==> src/rtl/id_stage_pipe_if.sv <==
`default_nettype none
// ============================================================================
// Module : id_stage_pipe_if
// Brief  : Decode-stage bundle: ID inputs, writeback ports, ID/EX outputs.
// Rev    : 1.0  initial release
// ============================================================================
interface id_stage_pipe_if #(
    parameter int XLEN = 32,
    parameter int NREG = 32
);
    localparam int AW = $clog2(NREG);

    logic [31:0]     ir;
    logic            ir_valid;
    logic            syscall;
    logic            unsigned_ext_imm;
    logic            reg_dst;
    logic            jr;
    logic            jal;
    logic            branch;
    logic            mem_read;
    logic            flush;
    logic            wb_we;
    logic [AW-1:0]   wb_reg;
    logic [XLEN-1:0] wb_data;
    logic            hi_we;
    logic            lo_we;
    logic [XLEN-1:0] hi_in;
    logic [XLEN-1:0] lo_in;
    logic            stall;
    logic            bubble;
    logic            ex_valid;
    logic            ex_mem_read;
    logic [XLEN-1:0] ex_rd1;
    logic [XLEN-1:0] ex_rd2;
    logic [XLEN-1:0] ex_imm;
    logic [4:0]      ex_shamt;
    logic [AW-1:0]   ex_wb_reg;
    logic [XLEN-1:0] ex_jaddr;
    logic [XLEN-1:0] hi;
    logic [XLEN-1:0] lo;

    modport slave (
        input  ir, ir_valid, syscall, unsigned_ext_imm, reg_dst, jr, jal, branch,
               mem_read, flush, wb_we, wb_reg, wb_data, hi_we, lo_we, hi_in, lo_in,
        output stall, bubble, ex_valid, ex_mem_read, ex_rd1, ex_rd2, ex_imm,
               ex_shamt, ex_wb_reg, ex_jaddr, hi, lo
    );

    modport master (
        output ir, ir_valid, syscall, unsigned_ext_imm, reg_dst, jr, jal, branch,
               mem_read, flush, wb_we, wb_reg, wb_data, hi_we, lo_we, hi_in, lo_in,
        input  stall, bubble, ex_valid, ex_mem_read, ex_rd1, ex_rd2, ex_imm,
               ex_shamt, ex_wb_reg, ex_jaddr, hi, lo
    );
endinterface
`default_nettype wire

==> src/rtl/id_stage_pipe.sv <==
`default_nettype none
// ============================================================================
// Module : id_stage_pipe
// Brief  : MIPS decode stage with bypassed register file, HI/LO, ID/EX register
//          and one-cycle load-use stall.
// Rev    : 1.0  initial release
// ============================================================================
module id_stage_pipe #(
    parameter int XLEN     = 32,
    parameter int NREG     = 32,
    parameter int SYS_R1   = 4,
    parameter int SYS_R2   = 2,
    parameter int LINK_REG = 31
) (
    input  logic               clk,
    input  logic               rst,
    id_stage_pipe_if.slave     bus
);
    localparam int AW = $clog2(NREG);

    logic [XLEN-1:0] r_rf [NREG];
    logic [XLEN-1:0] r_hi;
    logic [XLEN-1:0] r_lo;

    logic            r_ex_valid;
    logic            r_ex_mem_read;
    logic [XLEN-1:0] r_ex_rd1;
    logic [XLEN-1:0] r_ex_rd2;
    logic [XLEN-1:0] r_ex_imm;
    logic [4:0]      r_ex_shamt;
    logic [AW-1:0]   r_ex_wb_reg;
    logic [XLEN-1:0] r_ex_jaddr;

    logic            w_wb_en;
    logic [AW-1:0]   w_r1;
    logic [AW-1:0]   w_r2;
    logic [AW-1:0]   w_dst;
    logic [XLEN-1:0] w_rd1;
    logic [XLEN-1:0] w_rd2;
    logic [XLEN-1:0] w_imm;
    logic [XLEN-1:0] w_jaddr;
    logic            w_hazard;
    logic            w_stall;
    logic            w_unused_opcode;

    assign w_unused_opcode = ^bus.ir[31:26];

    assign w_wb_en = bus.wb_we && (bus.wb_reg != '0);
    assign w_r1    = bus.syscall ? AW'(SYS_R1) : AW'(bus.ir[25:21]);
    assign w_r2    = bus.syscall ? AW'(SYS_R2) : AW'(bus.ir[20:16]);
    assign w_dst   = bus.jal     ? AW'(LINK_REG)
                   : (bus.reg_dst ? AW'(bus.ir[15:11]) : AW'(bus.ir[20:16]));

    // Same-cycle writeback is forwarded so a write and a dependent read may coincide.
    always_comb begin
        w_rd1 = r_rf[w_r1];
        w_rd2 = r_rf[w_r2];
        if (w_wb_en && bus.wb_reg == w_r1) w_rd1 = bus.wb_data;
        if (w_wb_en && bus.wb_reg == w_r2) w_rd2 = bus.wb_data;
        if (w_r1 == '0) w_rd1 = '0;
        if (w_r2 == '0) w_rd2 = '0;
    end

    assign w_imm   = bus.unsigned_ext_imm ? {{(XLEN-16){1'b0}}, bus.ir[15:0]}
                                          : {{(XLEN-16){bus.ir[15]}}, bus.ir[15:0]};
    assign w_jaddr = bus.jr ? w_rd1 : {{(XLEN-26){1'b0}}, bus.ir[25:0]};

    // jal does not read rt, so a match on r2 is ignored for it.
    assign w_hazard = bus.ir_valid && r_ex_valid && r_ex_mem_read &&
                      (r_ex_wb_reg != '0) &&
                      ((r_ex_wb_reg == w_r1) || ((r_ex_wb_reg == w_r2) && !bus.jal));
    assign w_stall  = w_hazard && !bus.flush;

    always_ff @(posedge clk or posedge rst) begin
        if (rst) begin
            for (int i = 0; i < NREG; i++) r_rf[i] <= '0;
        end else if (w_wb_en) begin
            r_rf[bus.wb_reg] <= bus.wb_data;
        end
    end

    always_ff @(posedge clk or posedge rst) begin
        if (rst) begin
            r_hi <= '0;
            r_lo <= '0;
        end else begin
            if (bus.hi_we) r_hi <= bus.hi_in;
            if (bus.lo_we) r_lo <= bus.lo_in;
        end
    end

    always_ff @(posedge clk or posedge rst) begin
        if (rst) begin
            r_ex_valid    <= 1'b0;
            r_ex_mem_read <= 1'b0;
            r_ex_rd1      <= '0;
            r_ex_rd2      <= '0;
            r_ex_imm      <= '0;
            r_ex_shamt    <= '0;
            r_ex_wb_reg   <= '0;
            r_ex_jaddr    <= '0;
        end else if (bus.flush || w_stall) begin
            r_ex_valid    <= 1'b0;
            r_ex_mem_read <= 1'b0;
            r_ex_rd1      <= '0;
            r_ex_rd2      <= '0;
            r_ex_imm      <= '0;
            r_ex_shamt    <= '0;
            r_ex_wb_reg   <= '0;
            r_ex_jaddr    <= '0;
        end else begin
            r_ex_valid    <= bus.ir_valid;
            r_ex_mem_read <= bus.mem_read && bus.ir_valid;
            r_ex_rd1      <= w_rd1;
            r_ex_rd2      <= w_rd2;
            r_ex_imm      <= w_imm;
            r_ex_shamt    <= bus.ir[10:6];
            r_ex_wb_reg   <= w_dst;
            r_ex_jaddr    <= w_jaddr;
        end
    end

    assign bus.stall       = w_stall;
    assign bus.bubble      = bus.ir_valid && bus.branch;
    assign bus.ex_valid    = r_ex_valid;
    assign bus.ex_mem_read = r_ex_mem_read;
    assign bus.ex_rd1      = r_ex_rd1;
    assign bus.ex_rd2      = r_ex_rd2;
    assign bus.ex_imm      = r_ex_imm;
    assign bus.ex_shamt    = r_ex_shamt;
    assign bus.ex_wb_reg   = r_ex_wb_reg;
    assign bus.ex_jaddr    = r_ex_jaddr;
    assign bus.hi          = bus.hi_we ? bus.hi_in : r_hi;
    assign bus.lo          = bus.lo_we ? bus.lo_in : r_lo;
endmodule
`default_nettype wire

==> src/flat_wrapper.sv <==
// flat-port wrapper written by rule: the top's interface ports become plain ports
module id_stage_pipe_flat 
#(
    parameter int XLEN     = 32,
    parameter int NREG     = 32,
    parameter int SYS_R1   = 4,
    parameter int SYS_R2   = 2,
    parameter int LINK_REG = 31
)
  (clk, rst, bus_ir, bus_ir_valid, bus_syscall, bus_unsigned_ext_imm, bus_reg_dst, bus_jr, bus_jal, bus_branch, bus_mem_read, bus_flush, bus_wb_we, bus_wb_reg, bus_wb_data, bus_hi_we, bus_lo_we, bus_hi_in, bus_lo_in, bus_stall, bus_bubble, bus_ex_valid, bus_ex_mem_read, bus_ex_rd1, bus_ex_rd2, bus_ex_imm, bus_ex_shamt, bus_ex_wb_reg, bus_ex_jaddr, bus_hi, bus_lo);
  id_stage_pipe_if #(.XLEN(XLEN), .NREG(NREG)) bus_i ();
  input  logic clk;
  input  logic rst;
  input wire logic [$bits(bus_i.ir)-1:0] bus_ir;
  input wire logic [$bits(bus_i.ir_valid)-1:0] bus_ir_valid;
  input wire logic [$bits(bus_i.syscall)-1:0] bus_syscall;
  input wire logic [$bits(bus_i.unsigned_ext_imm)-1:0] bus_unsigned_ext_imm;
  input wire logic [$bits(bus_i.reg_dst)-1:0] bus_reg_dst;
  input wire logic [$bits(bus_i.jr)-1:0] bus_jr;
  input wire logic [$bits(bus_i.jal)-1:0] bus_jal;
  input wire logic [$bits(bus_i.branch)-1:0] bus_branch;
  input wire logic [$bits(bus_i.mem_read)-1:0] bus_mem_read;
  input wire logic [$bits(bus_i.flush)-1:0] bus_flush;
  input wire logic [$bits(bus_i.wb_we)-1:0] bus_wb_we;
  input wire logic [$bits(bus_i.wb_reg)-1:0] bus_wb_reg;
  input wire logic [$bits(bus_i.wb_data)-1:0] bus_wb_data;
  input wire logic [$bits(bus_i.hi_we)-1:0] bus_hi_we;
  input wire logic [$bits(bus_i.lo_we)-1:0] bus_lo_we;
  input wire logic [$bits(bus_i.hi_in)-1:0] bus_hi_in;
  input wire logic [$bits(bus_i.lo_in)-1:0] bus_lo_in;
  output wire logic [$bits(bus_i.stall)-1:0] bus_stall;
  output wire logic [$bits(bus_i.bubble)-1:0] bus_bubble;
  output wire logic [$bits(bus_i.ex_valid)-1:0] bus_ex_valid;
  output wire logic [$bits(bus_i.ex_mem_read)-1:0] bus_ex_mem_read;
  output wire logic [$bits(bus_i.ex_rd1)-1:0] bus_ex_rd1;
  output wire logic [$bits(bus_i.ex_rd2)-1:0] bus_ex_rd2;
  output wire logic [$bits(bus_i.ex_imm)-1:0] bus_ex_imm;
  output wire logic [$bits(bus_i.ex_shamt)-1:0] bus_ex_shamt;
  output wire logic [$bits(bus_i.ex_wb_reg)-1:0] bus_ex_wb_reg;
  output wire logic [$bits(bus_i.ex_jaddr)-1:0] bus_ex_jaddr;
  output wire logic [$bits(bus_i.hi)-1:0] bus_hi;
  output wire logic [$bits(bus_i.lo)-1:0] bus_lo;
  assign bus_i.ir = bus_ir;
  assign bus_i.ir_valid = bus_ir_valid;
  assign bus_i.syscall = bus_syscall;
  assign bus_i.unsigned_ext_imm = bus_unsigned_ext_imm;
  assign bus_i.reg_dst = bus_reg_dst;
  assign bus_i.jr = bus_jr;
  assign bus_i.jal = bus_jal;
  assign bus_i.branch = bus_branch;
  assign bus_i.mem_read = bus_mem_read;
  assign bus_i.flush = bus_flush;
  assign bus_i.wb_we = bus_wb_we;
  assign bus_i.wb_reg = bus_wb_reg;
  assign bus_i.wb_data = bus_wb_data;
  assign bus_i.hi_we = bus_hi_we;
  assign bus_i.lo_we = bus_lo_we;
  assign bus_i.hi_in = bus_hi_in;
  assign bus_i.lo_in = bus_lo_in;
  assign bus_stall = bus_i.stall;
  assign bus_bubble = bus_i.bubble;
  assign bus_ex_valid = bus_i.ex_valid;
  assign bus_ex_mem_read = bus_i.ex_mem_read;
  assign bus_ex_rd1 = bus_i.ex_rd1;
  assign bus_ex_rd2 = bus_i.ex_rd2;
  assign bus_ex_imm = bus_i.ex_imm;
  assign bus_ex_shamt = bus_i.ex_shamt;
  assign bus_ex_wb_reg = bus_i.ex_wb_reg;
  assign bus_ex_jaddr = bus_i.ex_jaddr;
  assign bus_hi = bus_i.hi;
  assign bus_lo = bus_i.lo;
  id_stage_pipe #(.XLEN(XLEN), .NREG(NREG), .SYS_R1(SYS_R1), .SYS_R2(SYS_R2), .LINK_REG(LINK_REG)) u_core (.clk(clk), .rst(rst), .bus(bus_i));
endmodule
==> config.mk <==
export PLATFORM = sky130hd
export DESIGN_NAME = id_stage_pipe_flat
export DESIGN_NICKNAME = d
export VERILOG_FILES = /design/src/rtl/id_stage_pipe_if.sv /design/src/rtl/id_stage_pipe.sv /design/src/flat_wrapper.sv
export SDC_FILE = /design/constraint.sdc
export NUM_CORES = 2
export LEC_CHECK = 0
export BUFFER_PORTS_ARGS = -buffer_cell sky130_fd_sc_hd__buf_2
export CELL_PAD_IN_SITES_DETAIL_PLACEMENT = 2
export CELL_PAD_IN_SITES_GLOBAL_PLACEMENT = 2
export CORE_UTILIZATION = 42
export CTS_BUF_LIST = sky130_fd_sc_hd__clkbuf_16
export DETAILED_ROUTE_END_ITERATION = 6
export PLACE_DENSITY = 0.77
export SYNTH_ARGS = -nofsm -noshare
export SYNTH_HDL_FRONTEND = slang
export SYNTH_SLANG_ARGS = --single-unit
export TNS_END_PERCENT = 30
==> constraint.sdc <==
create_clock -name clk -period 50.6 [get_ports clk]
set_input_delay 5.06 -clock clk [delete_from_list [all_inputs] [get_ports clk]]
set_output_delay 5.06 -clock clk [all_outputs]
set_load 0.005 [all_outputs]
==> results.sh <==
export IMPL_outcome="finished, final reports clean"
export IMPL_final_common_cell="mux2_2"
export IMPL_yosys_top_cells_area="dfrtp_1, mux2_2, mux2i_1"
export IMPL_seqPwrFrac=0.444
export IMPL_largest_reg_flops=1024
export IMPL_track_usage=0.363
export IMPL_drcViolationCount=0
export IMPL_dieArea_sq_mm=0.154
export IMPL_core_area_sq_mm=0.152
export IMPL_rsz0062_at_grt="false"
export IMPL_area_delta_synth_final_pct=11.5
export IMPL_synth_top_family_by_area="multiplexers"
export IMPL_port_buffers=346
export IMPL_synth_xor_area_frac=0.00109
export IMPL_cts_htree_levels=4
export IMPL_regMostFlops="u_core.r_rf"
export IMPL_numCtsBuffers=142
export IMPL_synth_top_area_frac=0.471
export IMPL_slew_headroom=0.0790
export IMPL_rows=143
export IMPL_synth_fa_ha_area_frac=0
export IMPL_finalSetupViolations=0
export IMPL_grt_overflow=0
export IMPL_grt_pass1_vias=55938
export IMPL_p_leak_nw=32.0
export IMPL_routed_via_density=6.80
export IMPL_critical_path_required_ns=45.54
export IMPL_layout_common_cells="mux2_2, dfrtp_1, mux2i_1, nand2_1, buf_2"
export IMPL_cts_resized=0
export IMPL_drt_initial_drc_count=5258
export IMPL_tightest_slew_ns=1.38
export IMPL_yosysWarnings=0
export IMPL_post_route_period_util=0.251
export IMPL_crit_chain="buf_8, nand2b_4, a222oi_1, o221ai_1, o32a_2, nor3_1, buf_2"
export IMPL_cts_root_buf="clkbuf_16"
export IMPL_syn_num_nets=5719
export IMPL_fin_tns_setup_ns=0
export IMPL_dr_total_vias=52379
export IMPL_cts_reportedPaths_clkPinSlew_ns=0.05
export IMPL_critPathMaxFanout=71
export IMPL_grt_start_max_net_pins=145
export IMPL_timing_final_crit_period_ns=12.71
export IMPL_synthArstFlopShare=1.00
export IMPL_powerDensity_mw_per_mm2=40.2
export IMPL_synth_edf_count=0
export IMPL_cts_hold_buf=0
export IMPL_crit_path_end_kind="output pin"
export IMPL_synth_area_per_cell_sq_um=11.5
export IMPL_min_path_type="reg -> reg"
export IMPL_crit_arrival_ns=7.65
export IMPL_cts_setup_buffers=0
export IMPL_clock_latency_ns=0.82
export IMPL_dpl_hpwl_um=162000
export IMPL_clock_path_buffers=3
export IMPL_cts_sinks=1208
export IMPL_io_pin_count=353
export IMPL_slowest_stage="buf_8"
export IMPL_p_total_mw=2.87
export IMPL_swShare=0.312
export IMPL_synth_mux_area_frac=0.291
export IMPL_power_switching_uw=895
export IMPL_place_gp_congestion=0.844
export IMPL_fin_worst_skew_ns=0.0360
export IMPL_routed_wl_um=285000
export IMPL_cts_tree="yes"
export IMPL_ys_types=82
export IMPL_die_x_um=393
export IMPL_cpPeakStageDelay_ns=0.59
export IMPL_combPwrFrac=0.203
export IMPL_fmax_ghz=0.0787
export IMPL_p_int_mw=1.97
export IMPL_floorplan_initialDensity=0.423
export IMPL_drv_cap=0
export IMPL_drt_pass1_iterations=5
export IMPL_nets=5722
export IMPL_critPathKind="in -> out"
export IMPL_synth_top_area_cell="dfrtp_1"
export IMPL_vdd_ir_drop_max_mv=0.0326
export IMPL_syn_inst=5572
export IMPL_slew_violations=0
export IMPL_ant_nets=0
export IMPL_synth_compound_area_frac=0.133
export IMPL_yosys_area_share_simple=0.0559
export IMPL_die_y_um=393
export IMPL_clkPwrFrac=0.353
export IMPL_antenna_found_initial=20
export IMPL_synth_area_sq_mm=0.0641
export IMPL_synth_ff_type="dfrtp_1"
export IMPL_hold_viol=0
export IMPL_start_kind="input pin"
export IMPL_ys_seq_elements=1208
export IMPL_drive_above_1_share=0.356
export IMPL_wl_per_cell_um=36.9
export IMPL_grt_pass1_wl_um=406000
export IMPL_ys_seq_area_frac=0.471
-- power groups by stage --
| stage | logic, mW | clock network [mW] | registers, mW |
|---|---|---|---|
| 2_1_floorplan | 0.397 | 0 | 1.24 |
| 3_3_place_gp | 0.536 | 0 | 1.26 |
| 3_5_place_dp | 0.563 | 0 | 1.28 |
| 4_1_cts | 0.574 | 1.02 | 1.27 |
| 5_1_grt | 0.615 | 1.06 | 1.29 |
| 6_report | 0.582 | 1.01 | 1.27 |
-- per-layer routing --
metal	track usage	wire length, um	vias to the layer above
met2	0.555	126000	2858
met5	0	85	-
li1	-	-	20725
met1	0.479	116000	27982
met4	0.189	16100	14
met3	0.0844	26200	800
-- final timing paths --
check                                         from               endpoint  slack [ns]  cells after the start
max reg2reg                u_core.bus.ex_wb_reg[2]  u_core.bus.ex_rd2[28]       47.17                      6
min reg2reg                      u_core.r_rf[1015]      u_core.r_rf[1015]        0.40                      0
max                                     bus_ir[21]              bus_stall       37.89                      7
min                              u_core.r_rf[1015]      u_core.r_rf[1015]        0.40                      0
max in group asynchronous                      rst       u_core.r_rf[812]       41.43                      7
min in group asynchronous                      rst         u_core.r_hi[4]        4.44                      2
-- synth_stat cells (15+ instances only) --
cell / number
mux2_2: 1219
dfrtp_1: 1208
mux2i_1: 483
nand2_1: 363
clkbuf_1: 331
a21oi_1: 206
o22ai_1: 180
nor2_1: 153
buf_2: 147
o21ai_0: 130
a221oi_1: 123
a22oi_1: 87
a31oi_1: 81
buf_1: 72
a211oi_1: 67
nand3_1: 67
buf_4: 66
nor2b_1: 61
o32ai_1: 44
nor3_1: 39
inv_1: 38
a211o_1: 34
a311o_1: 31
o211ai_1: 31
o221ai_1: 31
o221a_2: 30
a221o_1: 22
o2111ai_1: 20
a2bb2oi_1: 19
nand2b_1: 17
buf_6: 15
nor3b_1: 15
-- kinds of logic (layout without fill, tap and decap cells) --
family	count (synthesis)	after routing
AND/OR/NAND/NOR	781	781
XOR/XNOR	8	8
AO/OA/AOI/OAI	1196	1196
other	0	3
flip-flops	1208	1208
multiplexers	1707	1707
buffers and inverters	672	775
-- worst max-delay path: cells and delay by family --
kind,cells,cell delay (ns)
AOI/OAI and AO/OA,3,1.12
buffers and inverters,2,0.76
and+or+nand+nor,2,0.64
-- cell type report --
cell class | count | area [sq um]
Sequential cell | 1208 | 30200
Timing Repair Buffer | 490 | 2900
Antenna cell | 3 | 7.51
Clock buffer | 145 | 3630
Tap cell | 2030 | 2540
Fill cell | 15085 | 80300
Inverter | 41 | 163
Multi-Input combinational cell | 3692 | 31200
Clock inverter | 99 | 795
-- per-stage QoR --
| stage | cell area [sq um] | instances | worst slack (ns) | hold slack (ns) | util |
|---|---|---|---|---|---|
| after floorplan | 64100 | 5572 | 11.51 | 0.451 | - |
| after global placement | 67000 | 7461 | 37.98 | 0.386 | 0.442 |
| after detailed placement | 67000 | 7461 | 37.94 | 0.392 | 0.442 |
| after CTS | 71500 | 7705 | 37.94 | 0.405 | 0.471 |
| after global routing | 71500 | 7706 | 37.77 | 0.415 | 0.471 |
| final | 71500 | 7708 | 37.89 | 0.404 | 0.471 |
(Power assumes the default switching activity.)
